File: src/rtl/sr_seq_driver_pkg.sv
// Shared constants and state encoding for the SR flop command driver.
// The sr codes mirror the set/reset pins of the downstream flop.
package sr_drv_pkg;

  localparam logic [1:0] SR_HOLD    = 2'b00;
  localparam logic [1:0] SR_RESET   = 2'b01;
  localparam logic [1:0] SR_SET     = 2'b10;
  localparam logic [1:0] SR_ILLEGAL = 2'b11;

  typedef enum logic [1:0] {
    ST_IDLE  = 2'd0,
    ST_DRIVE = 2'd1,
    ST_DWELL = 2'd2,
    ST_DONE  = 2'd3
  } sr_state_e;

endpackage

File: src/rtl/sr_seq_driver_if.sv
// Word handshake into the SR command driver.
// The producer uses the master view and the driver uses the slave view.
interface sr_seq_driver_if #(
  parameter int WIDTH = 8
);

  logic             in_valid;
  logic [WIDTH-1:0] in_data;
  logic             in_ready;

  modport master (
    output in_valid,
    output in_data,
    input  in_ready
  );

  modport slave (
    input  in_valid,
    input  in_data,
    output in_ready
  );

endinterface

File: src/rtl/sr_seq_driver_cmd_encode.sv
// Maps a target bit onto the sr code for the downstream flop.
// Uses the shadow q so a bit that is already held costs no command.
module sr_cmd_encode
  import sr_drv_pkg::*;
(
  input  logic       b,
  input  logic       q_model,
  input  logic       q_known,
  output logic [1:0] code,
  output logic       counts
);

  always_comb begin
    code   = SR_HOLD;
    counts = 1'b0;
    if (!q_known || (b != q_model)) begin
      code   = b ? SR_SET : SR_RESET;
      counts = 1'b1;
    end
  end

endmodule

File: src/rtl/sr_seq_driver.sv
// Replays a WIDTH-bit word MSB-first onto an SR flop, one bit per DWELL cycles,
// issuing set/reset only when the shadow q has to change.
//
// state    | meaning
// ST_IDLE  | waiting for a word, in_ready high
// ST_DRIVE | first cycle of a bit, its command is on sr
// ST_DWELL | remaining DWELL-1 cycles of a bit, sr holds
// ST_DONE  | one-cycle done pulse after the last bit
module sr_seq_driver
  import sr_drv_pkg::*;
#(
  parameter int WIDTH = 8,
  parameter int DWELL = 1
) (
  input  logic                         clk,
  input  logic                         rst_n,
  sr_seq_driver_if.slave               bus,
  output logic [1:0]                   sr,
  output logic                         q_model,
  output logic                         q_known,
  output logic                         busy,
  output logic                         done,
  output logic [$clog2(WIDTH+1)-1:0]   cmd_count
);

  localparam int CW = $clog2(WIDTH + 1);
  localparam int DW = $clog2(DWELL + 1);

  sr_state_e         state;
  sr_state_e         state_d;
  logic [WIDTH-1:0]  shift;
  logic [CW-1:0]     bit_cnt;
  logic [DW-1:0]     dwell_cnt;

  logic              accept;
  logic              load_bit;
  logic              dwell_ld;
  logic              b_next;
  logic [1:0]        code;
  logic              counts;

  assign accept       = (state == ST_IDLE) && bus.in_valid;
  assign bus.in_ready = (state == ST_IDLE);
  assign busy         = (state == ST_DRIVE) || (state == ST_DWELL);

  // Remaining bits sit left-justified, so the next bit is always the MSB.
  assign b_next = (state == ST_IDLE) ? bus.in_data[WIDTH-1] : shift[WIDTH-1];

  sr_cmd_encode u_encode (
    .b       (b_next),
    .q_model (q_model),
    .q_known (q_known),
    .code    (code),
    .counts  (counts)
  );

  always_comb begin
    state_d  = state;
    load_bit = 1'b0;
    dwell_ld = 1'b0;
    case (state)
      ST_IDLE: begin
        if (bus.in_valid) begin
          state_d  = ST_DRIVE;
          load_bit = 1'b1;
        end
      end
      ST_DRIVE: begin
        if (DWELL > 1) begin
          state_d  = ST_DWELL;
          dwell_ld = 1'b1;
        end else if (bit_cnt != '0) begin
          load_bit = 1'b1;
        end else begin
          state_d = ST_DONE;
        end
      end
      ST_DWELL: begin
        if (dwell_cnt == DW'(1)) begin
          if (bit_cnt != '0) begin
            state_d  = ST_DRIVE;
            load_bit = 1'b1;
          end else begin
            state_d = ST_DONE;
          end
        end
      end
      ST_DONE: begin
        state_d = ST_IDLE;
      end
      default: begin
        state_d = ST_IDLE;
      end
    endcase
  end

  always_ff @(posedge clk or negedge rst_n) begin
    if (!rst_n) begin
      state <= ST_IDLE;
    end else begin
      state <= state_d;
    end
  end

  always_ff @(posedge clk or negedge rst_n) begin
    if (!rst_n) begin
      sr        <= SR_HOLD;
      q_model   <= 1'b0;
      q_known   <= 1'b0;
      done      <= 1'b0;
      cmd_count <= '0;
      shift     <= '0;
      bit_cnt   <= '0;
      dwell_cnt <= '0;
    end else begin
      done <= (state_d == ST_DONE);
      sr   <= load_bit ? code : SR_HOLD;

      if (load_bit) begin
        q_model <= b_next;
        q_known <= 1'b1;
        shift   <= (accept ? bus.in_data : shift) << 1;
        bit_cnt <= accept ? CW'(WIDTH - 1) : (bit_cnt - CW'(1));
      end

      if (accept) begin
        cmd_count <= CW'(counts);
      end else if (load_bit && counts) begin
        cmd_count <= cmd_count + CW'(1);
      end

      if (dwell_ld) begin
        dwell_cnt <= DW'(DWELL - 1);
      end else if (state == ST_DWELL) begin
        dwell_cnt <= dwell_cnt - DW'(1);
      end
    end
  end

endmodule

File: src/flat_wrapper.sv
// flat-port wrapper written by rule: the top's interface ports become plain ports
module sr_seq_driver_flat import sr_drv_pkg::*;
#(
  parameter int WIDTH = 8,
  parameter int DWELL = 1
)
  (clk, rst_n, sr, q_model, q_known, busy, done, cmd_count, bus_in_valid, bus_in_data, bus_in_ready);
  sr_seq_driver_if #(.WIDTH(WIDTH)) bus_i ();
  input  logic clk;
  input  logic rst_n;
  output logic [1:0] sr;
  output logic q_model;
  output logic q_known;
  output logic busy;
  output logic done;
  output logic [$clog2(WIDTH+1)-1:0] cmd_count;
  input wire logic [$bits(bus_i.in_valid)-1:0] bus_in_valid;
  input wire logic [$bits(bus_i.in_data)-1:0] bus_in_data;
  output wire logic [$bits(bus_i.in_ready)-1:0] bus_in_ready;
  assign bus_i.in_valid = bus_in_valid;
  assign bus_i.in_data = bus_in_data;
  assign bus_in_ready = bus_i.in_ready;
  sr_seq_driver #(.WIDTH(WIDTH), .DWELL(DWELL)) u_core (.clk(clk), .rst_n(rst_n), .bus(bus_i), .sr(sr), .q_model(q_model), .q_known(q_known), .busy(busy), .done(done), .cmd_count(cmd_count));
endmodule
File: config.mk
export PLATFORM = sky130hd
export DESIGN_NAME = sr_seq_driver_flat
export DESIGN_NICKNAME = d
export VERILOG_FILES = /design/src/rtl/sr_seq_driver_pkg.sv /design/src/rtl/sr_seq_driver_if.sv /design/src/rtl/sr_seq_driver_cmd_encode.sv /design/src/rtl/sr_seq_driver.sv /design/src/flat_wrapper.sv
export SDC_FILE = /design/constraint.sdc
export NUM_CORES = 1
export LEC_CHECK = 0
export BUFFER_PORTS_ARGS = -buffer_cell sky130_fd_sc_hd__buf_4
export CORE_UTILIZATION = 51
export CTS_CLUSTER_DIAMETER = 150
export DETAILED_ROUTE_END_ITERATION = 8
export GPL_TIMING_DRIVEN = 0
export PLACE_DENSITY = 0.74
export SLEW_MARGIN = 5
export SYNTH_ARGS = -nofsm -noshare
export SYNTH_HDL_FRONTEND = slang
export SYNTH_SLANG_ARGS = --single-unit
File: constraint.sdc
create_clock -name clk -period 4.5 [get_ports clk]
set_input_delay 0.225 -clock clk [delete_from_list [all_inputs] [get_ports clk]]
set_output_delay 0.225 -clock clk [all_outputs]
set_load 0.02 [all_outputs]
# Word level (Yosys, flattened, before mapping)
# Cells that the tools add are included.
[word_totals]
ff_bits = 23
in_bits = 11
out_inout_bits = 11
word_cells = 43
[classes]
add_sub_neg = 3
eq_ne = 5
muxes = 18
reduce_logical = 8
[ops]
columns = ["op", "n"]
rows = [
  ["$mux 2", 7],
  ["$mux 4", 3],
  ["$pmux 2 s4", 1],
  ["$mux 7", 1],
  ["$eq 2x2->1 const B", 3],
  ["$mux 1", 5],
  ["$add 4x1->4 const B", 1],
  ["$reduce_bool 4->1", 1],
  ["$sub 4x1->4 const B", 1],
  ["$pmux 1 s3", 1],
  ["$eq 2x1->1 const B", 1],
  ["$logic_and 1x1->1", 2],
  ["$logic_not 2->1", 1],
  ["$logic_or 1x1->1", 2],
  ["$reduce_bool 2->1", 1],
  ["$logic_not 1->1", 1],
  ["$ne 1x1->1", 1],
  ["$sub 1x1->1 const B", 1],
]

# Logic depth before layout (Yosys ltp)
[depth]
ltp_word = 8
depth_mapped = 8

# Cells and area by module
# Synthesis repeated with hierarchy kept, for this count alone.
[unflattened]
cells_unflattened = 116
hier_area_um2 = 1194.9
[modules_own_cells]
columns = ["module", "n_inst", "cells_each", "area_per_inst_um2", "seq_area_each_um2"]
rows = [
  ["sr_seq_driver", 1, 111, 1166.1, 575.6],
  ["sr_cmd_encode", 1, 5, 28.8, 0.0],
]

# Worst setup path after synthesis
# Ideal clock, no wire load.
[synth_timing]
kind = "flip-flop to flip-flop"
startpoint = "register u_core.state[1]"
endpoint = "register u_core.cmd_count[3]"
setup_ns = 0.078
arrival_time_ns = 2.218
required_time_ns = 4.422
path_slack_ns = 2.205
path_stages_with_launch = 8
path_cell_list = "dfrtp_1 inv_1 ha_1 buf_6 mux2i_2 mux2_4 or4_1 a21oi_1"
[synth_between]
elab_chain_len = 7
elab_cells_between_ends = 12
[synth_lines]
columns = ["item", "line_no", "rtl"]
rows = [
  ["from (decl)", "sr_seq_driver.sv:29", "sr_state_e state;"],
  ["from (signal assigned)", "sr_seq_driver.sv:101", "state <= state_d;"],
  ["$logic_not 2->1 (*)", "--", ""],
  ["named net bus_in_ready", "flat_wrapper.sv:19", "output wire logic [$bits(bus_i.in_ready)-1:0] bus_in_ready;"],
  ["$mux 1", "sr_seq_driver.sv:47", "assign b_next = (state == ST_IDLE) ? bus.in_data[WIDTH-1] : shift[WIDTH-1];"],
  ["$ne 1x1->1", "sr_seq_driver_cmd_encode.sv:16", "if (!q_known || (b != q_model)) begin"],
  ["$logic_or 1x1->1", "sr_seq_driver_cmd_encode.sv:16", ""],
  ["$mux 1", "sr_seq_driver_cmd_encode.sv:16", ""],
  ["$logic_and 1x1->1", "sr_seq_driver.sv:128", "end else if (load_bit && counts) begin"],
  ["$reduce_bool 2->1 (no source line)", "--", ""],
  ["to (signal assigned)", "sr_seq_driver.sv:127", "cmd_count <= CW'(counts);"],
  ["to (signal assigned)", "sr_seq_driver.sv:129", "cmd_count <= cmd_count + CW'(1);"],
  ["to (decl)", "sr_seq_driver.sv:23", "output logic [$clog2(WIDTH+1)-1:0] cmd_count"],
]
# Mark *: on every way through the listed nets, which the timed path passes. The rest lies on a longest branch.
# A chain may end at the register's enable or synchronous reset.

# Worst setup path in the final report
[layout_timing]
startpoint = "register u_core.state[1]"
endpoint = "register u_core.cmd_count[3]"
[layout_between]
elab_chain_len = 7
elab_cells_between_ends = 12
[layout_lines]
columns = ["item", "line_no"]
rows = [
  ["$logic_not 2->1", "sr_seq_driver.sv:42, sr_seq_driver.sv:47, sr_seq_driver.sv:61"],
  ["$mux 1", "sr_seq_driver.sv:47"],
  ["$ne 1x1->1", "sr_seq_driver_cmd_encode.sv:16"],
  ["$logic_or 1x1->1", "sr_seq_driver_cmd_encode.sv:16"],
  ["$mux 1", "sr_seq_driver_cmd_encode.sv:16"],
  ["$logic_and 1x1->1", "sr_seq_driver.sv:128"],
  ["$reduce_bool 2->1 (no source line)", "--"],
]
# Several ways; a longest one is shown, not always the timed one.

==> impl_metrics.tcl <==
set metrics [dict create \
    clock.fmax_mhz 423 \
    root_buffer "clkbuf_4" \
    syn_inst 111 \
    antenna_found_initial 0 \
    r2r_cells 7 \
    run_status "completed" \
    core_um2 2210 \
    grt_overflow_total 0 \
    grt_pass1_vias 911 \
    synth_area_leaders "dfrtp_1 (48%), ha_1 (6.3%), a2bb2oi_1 (4.4%)" \
    synth_area_leader_cell "dfrtp_1" \
    syn_nets 128 \
    htreeDepth 1 \
    drc 0 \
    dr.pass1.iters 4 \
    total_power_w 0.00102 \
    fin_crit_sh_pct 52.6 \
    worst-path-stages 7 \
    viasPerCell 5.79 \
    clk_path_buf_depth 2 \
    reg2reg_from "u_core.state[1]$_DFF_PN0_" \
    drtIter0Drc 21 \
    clkLatencyLatePin_ns 0.31 \
    placed_area_um2 1380 \
    io_buffers 21 \
    setup_viol 0 \
    crit_path_start_kind "register" \
    grt_pass1_wl_mm 4.08 \
    hold_viol 0 \
    slew_viol_final 0 \
    synth.distinct_cells 40 \
    synth.avg_cell_area_um2 10.7 \
    leakagePower_nw 0.668 \
    cts_num_sinks 23 \
    cts_tree "done" \
    endpoint_kind "register" \
    post_cts_resize_count 0 \
    start_util_pct 53.8 \
    cp.buffers_inverters 2 \
    n_fill_cell 196 \
    gr-usage-all-layers_pct 21.8 \
    ys_ff_latch 23 \
    pre_cts_ws_ns 2.16 \
    arrival_ns 2.62 \
    avgRoutedWirePerCell_um 14.4 \
    setup-tns-final_ns 0 \
    seq_area_frac_synth_pct 48.4 \
    max_cap_viol_count 0 \
    powerDensity_nw_per_um2 717 \
    crit_chain "inv_1, ha_1, buf_6, mux2i_2, mux2_4, or4_1, a21oi_1" \
    ys_warn_count 0 \
    min_period_ns 2.37 \
    pin_count 22 \
    hold_buffers 1 \
    required_ns 4.75 \
    irDropWorstVdd_v 0.000377 \
    cp_slowest_cell "or4_1" \
    multi_input_area_um2 562 \
    num_vias 956 \
    postCtsSetupBuffers 0 \
    numCtsBuffers 3 \
    hpwlAfterDp_mm 1.80 \
    wl_mm 2.38 \
    layout-drive-gt1-share_pct 24.1 \
    critPathMaxFanout 8 \
    slew_headroom_pct 68.9 \
    critPathTopFamily "multiplexers" \
    grt_max_degree 24 \
    path_clk_slew_ns 0.12 \
    area_delta_synth_final_pct 19.3 \
    synth_edf_count 0 \
    rows 17 \
    yosysTopAreaCellShare_pct 48.4 \
    finalWorstSetupSlack_ns 2.13 \
    worst_slew_pin_slew_ns 0.461 \
    holdCritPathClass "input port to register" \
    synth_ff_type "dfrtp_1" \
    slowest_delay_ns 0.51 \
    fin_area_um2 1420 \
    die_w_um 50.3 \
    min_path_cells 2 \
    gp_congestion 0.790 \
    dieHeight_um 50.3 \
    r2r_setup_slack_ns 2.13 \
    crit_start "u_core.state[1]$_DFF_PN0_" \
    nNetsFinal 155 \
    worstSetupPathType "register to register" \
    postRouteAntennaNets 0 \
    worst_clock_skew_ns 0.00145 \
    dp_cells 160 \
    dieArea_um2 2530 \
    synth_area_um2 1190 \
    antenna_cells 0 \
    seqCellArea_um2 576 \
    rsz0062_at_grt "no" \
    final_cell_count_no_fill 165 \
    min-delay-start "bus_in_data[0]" \
    ys_async_sr_fraction_pct 100 \
]
==> synthesized netlist by cell type (3+ instances only) <==
cell type,count
dfrtp_1,23
nand3_1,7
a2bb2oi_1,6
ha_1,6
inv_1,6
o22ai_1,6
a21oi_1,4
clkbuf_1,4
mux2i_1,4
nand2_1,4
o21ai_0,4
nor2_1,3
==> registers in the layout (all words and copies together), names as in the netlist <==
register and cells:
u_core.state 2, u_core.q_known 1, u_core.done 1, u_core.q_model 1, u_core.sr 2, u_core.shift 7, u_core.bit_cnt 4, u_core.cmd_count 4
u_core.dwell_cnt 1
==> metal layers <==
metal / global-route usage, % / routed length, um / part of all wire, % / vias up
met2: 36.2 / 1140 / 48 / 20
met3: 6.36 / 93 / 3.9 / 5
li1: - / - / - / 468
met4: 4.17 / 17 / 0.71 / 0
met1: 28.5 / 1130 / 47 / 463
met5: 0 / 0 / 0 / -
==> stage by stage <==
| step | hold slack, ns | util [%] |
|---|---|---|
| 2_1_floorplan | -0.0706 | - |
| 3_3_place_gp | 0.134 | 62.5 |
| 3_5_place_dp | 0.135 | 62.5 |
| 4_1_cts | 0.165 | 64.2 |
| 5_1_grt | 0.160 | 64.2 |
| 6_report | 0.167 | 64.2 |
==> layout by cell type (no fill, tap or decap), drive strengths merged, types with 2 or more instances in the layout <==
| master | netlist | routed |
|---|---|---|
| a21o | 2 | 2 |
| a21oi | 5 | 5 |
| a2bb2oi | 6 | 6 |
| a31oi | 2 | 2 |
| and2 | 3 | 3 |
| and3 | 2 | 2 |
| buf | 1 | 22 |
| clkbuf | 4 | 7 |
| clkinv | 1 | 2 |
| dfrtp | 23 | 23 |
| ha | 6 | 6 |
| inv | 6 | 6 |
| mux2i | 5 | 5 |
| nand2 | 4 | 4 |
| nand3 | 7 | 7 |
| nor2 | 3 | 3 |
| nor3 | 2 | 2 |
| nor3b | 2 | 2 |
| o21ai | 4 | 4 |
| o22ai | 6 | 6 |
| o311ai | 2 | 2 |
==> path summary, 6_finish.rpt <==
kind | to
worst min register to register | u_core.bit_cnt[3]$_DFFE_PN0P_
min in group asynchronous | u_core.bit_cnt[3]$_DFFE_PN0P_
max in group asynchronous | u_core.shift[1]$_DFFE_PN0P_
worst max-delay path | u_core.cmd_count[3]$_DFFE_PN0P_
worst max register to register | u_core.cmd_count[3]$_DFFE_PN0P_
worst min-delay path | u_core.shift[1]$_DFFE_PN0P_
==> cells by family (layout without fill, tap and decap cells) <==
kind of cell | Yosys count | in the layout | share of synthesized area [%]
AO/OA/AOI/OAI | 34 | 34 | 20.5
XOR/XNOR | 1 | 1 | 0.736
adder cells (fa/ha/maj) | 6 | 6 | 6.31
buffers and inverters | 12 | 38 | 4.42
flip-flops | 23 | 23 | 48.4
multiplexers | 6 | 6 | 5.78
AND/OR/NAND/NOR | 29 | 29 | 13.9
==> area by class of cell <==
cell class / count / area share, %
flip-flops and latches: 23 / 40.5
multi-input cells: 76 / 39.6
repair buffers: 22 / 11.8
well taps: 28 / 2.47
plain buffers: 5 / 1.85
inverters: 7 / 1.85
clock buffers: 3 / 1.59
clock inverters: 1 / 0.352
==> where the power goes <==
part / switching [W] / total, W / internal, W
Clock: 0.0000610 / 0.0000943 / 0.0000333
Sequential: 0.0000655 / 0.000360 / 0.000295
Combinational: 0.000304 / 0.000564 / 0.000260
Total: 0.000431 / 0.00102 / 0.000588
Power figures use the tool's default switching activity.
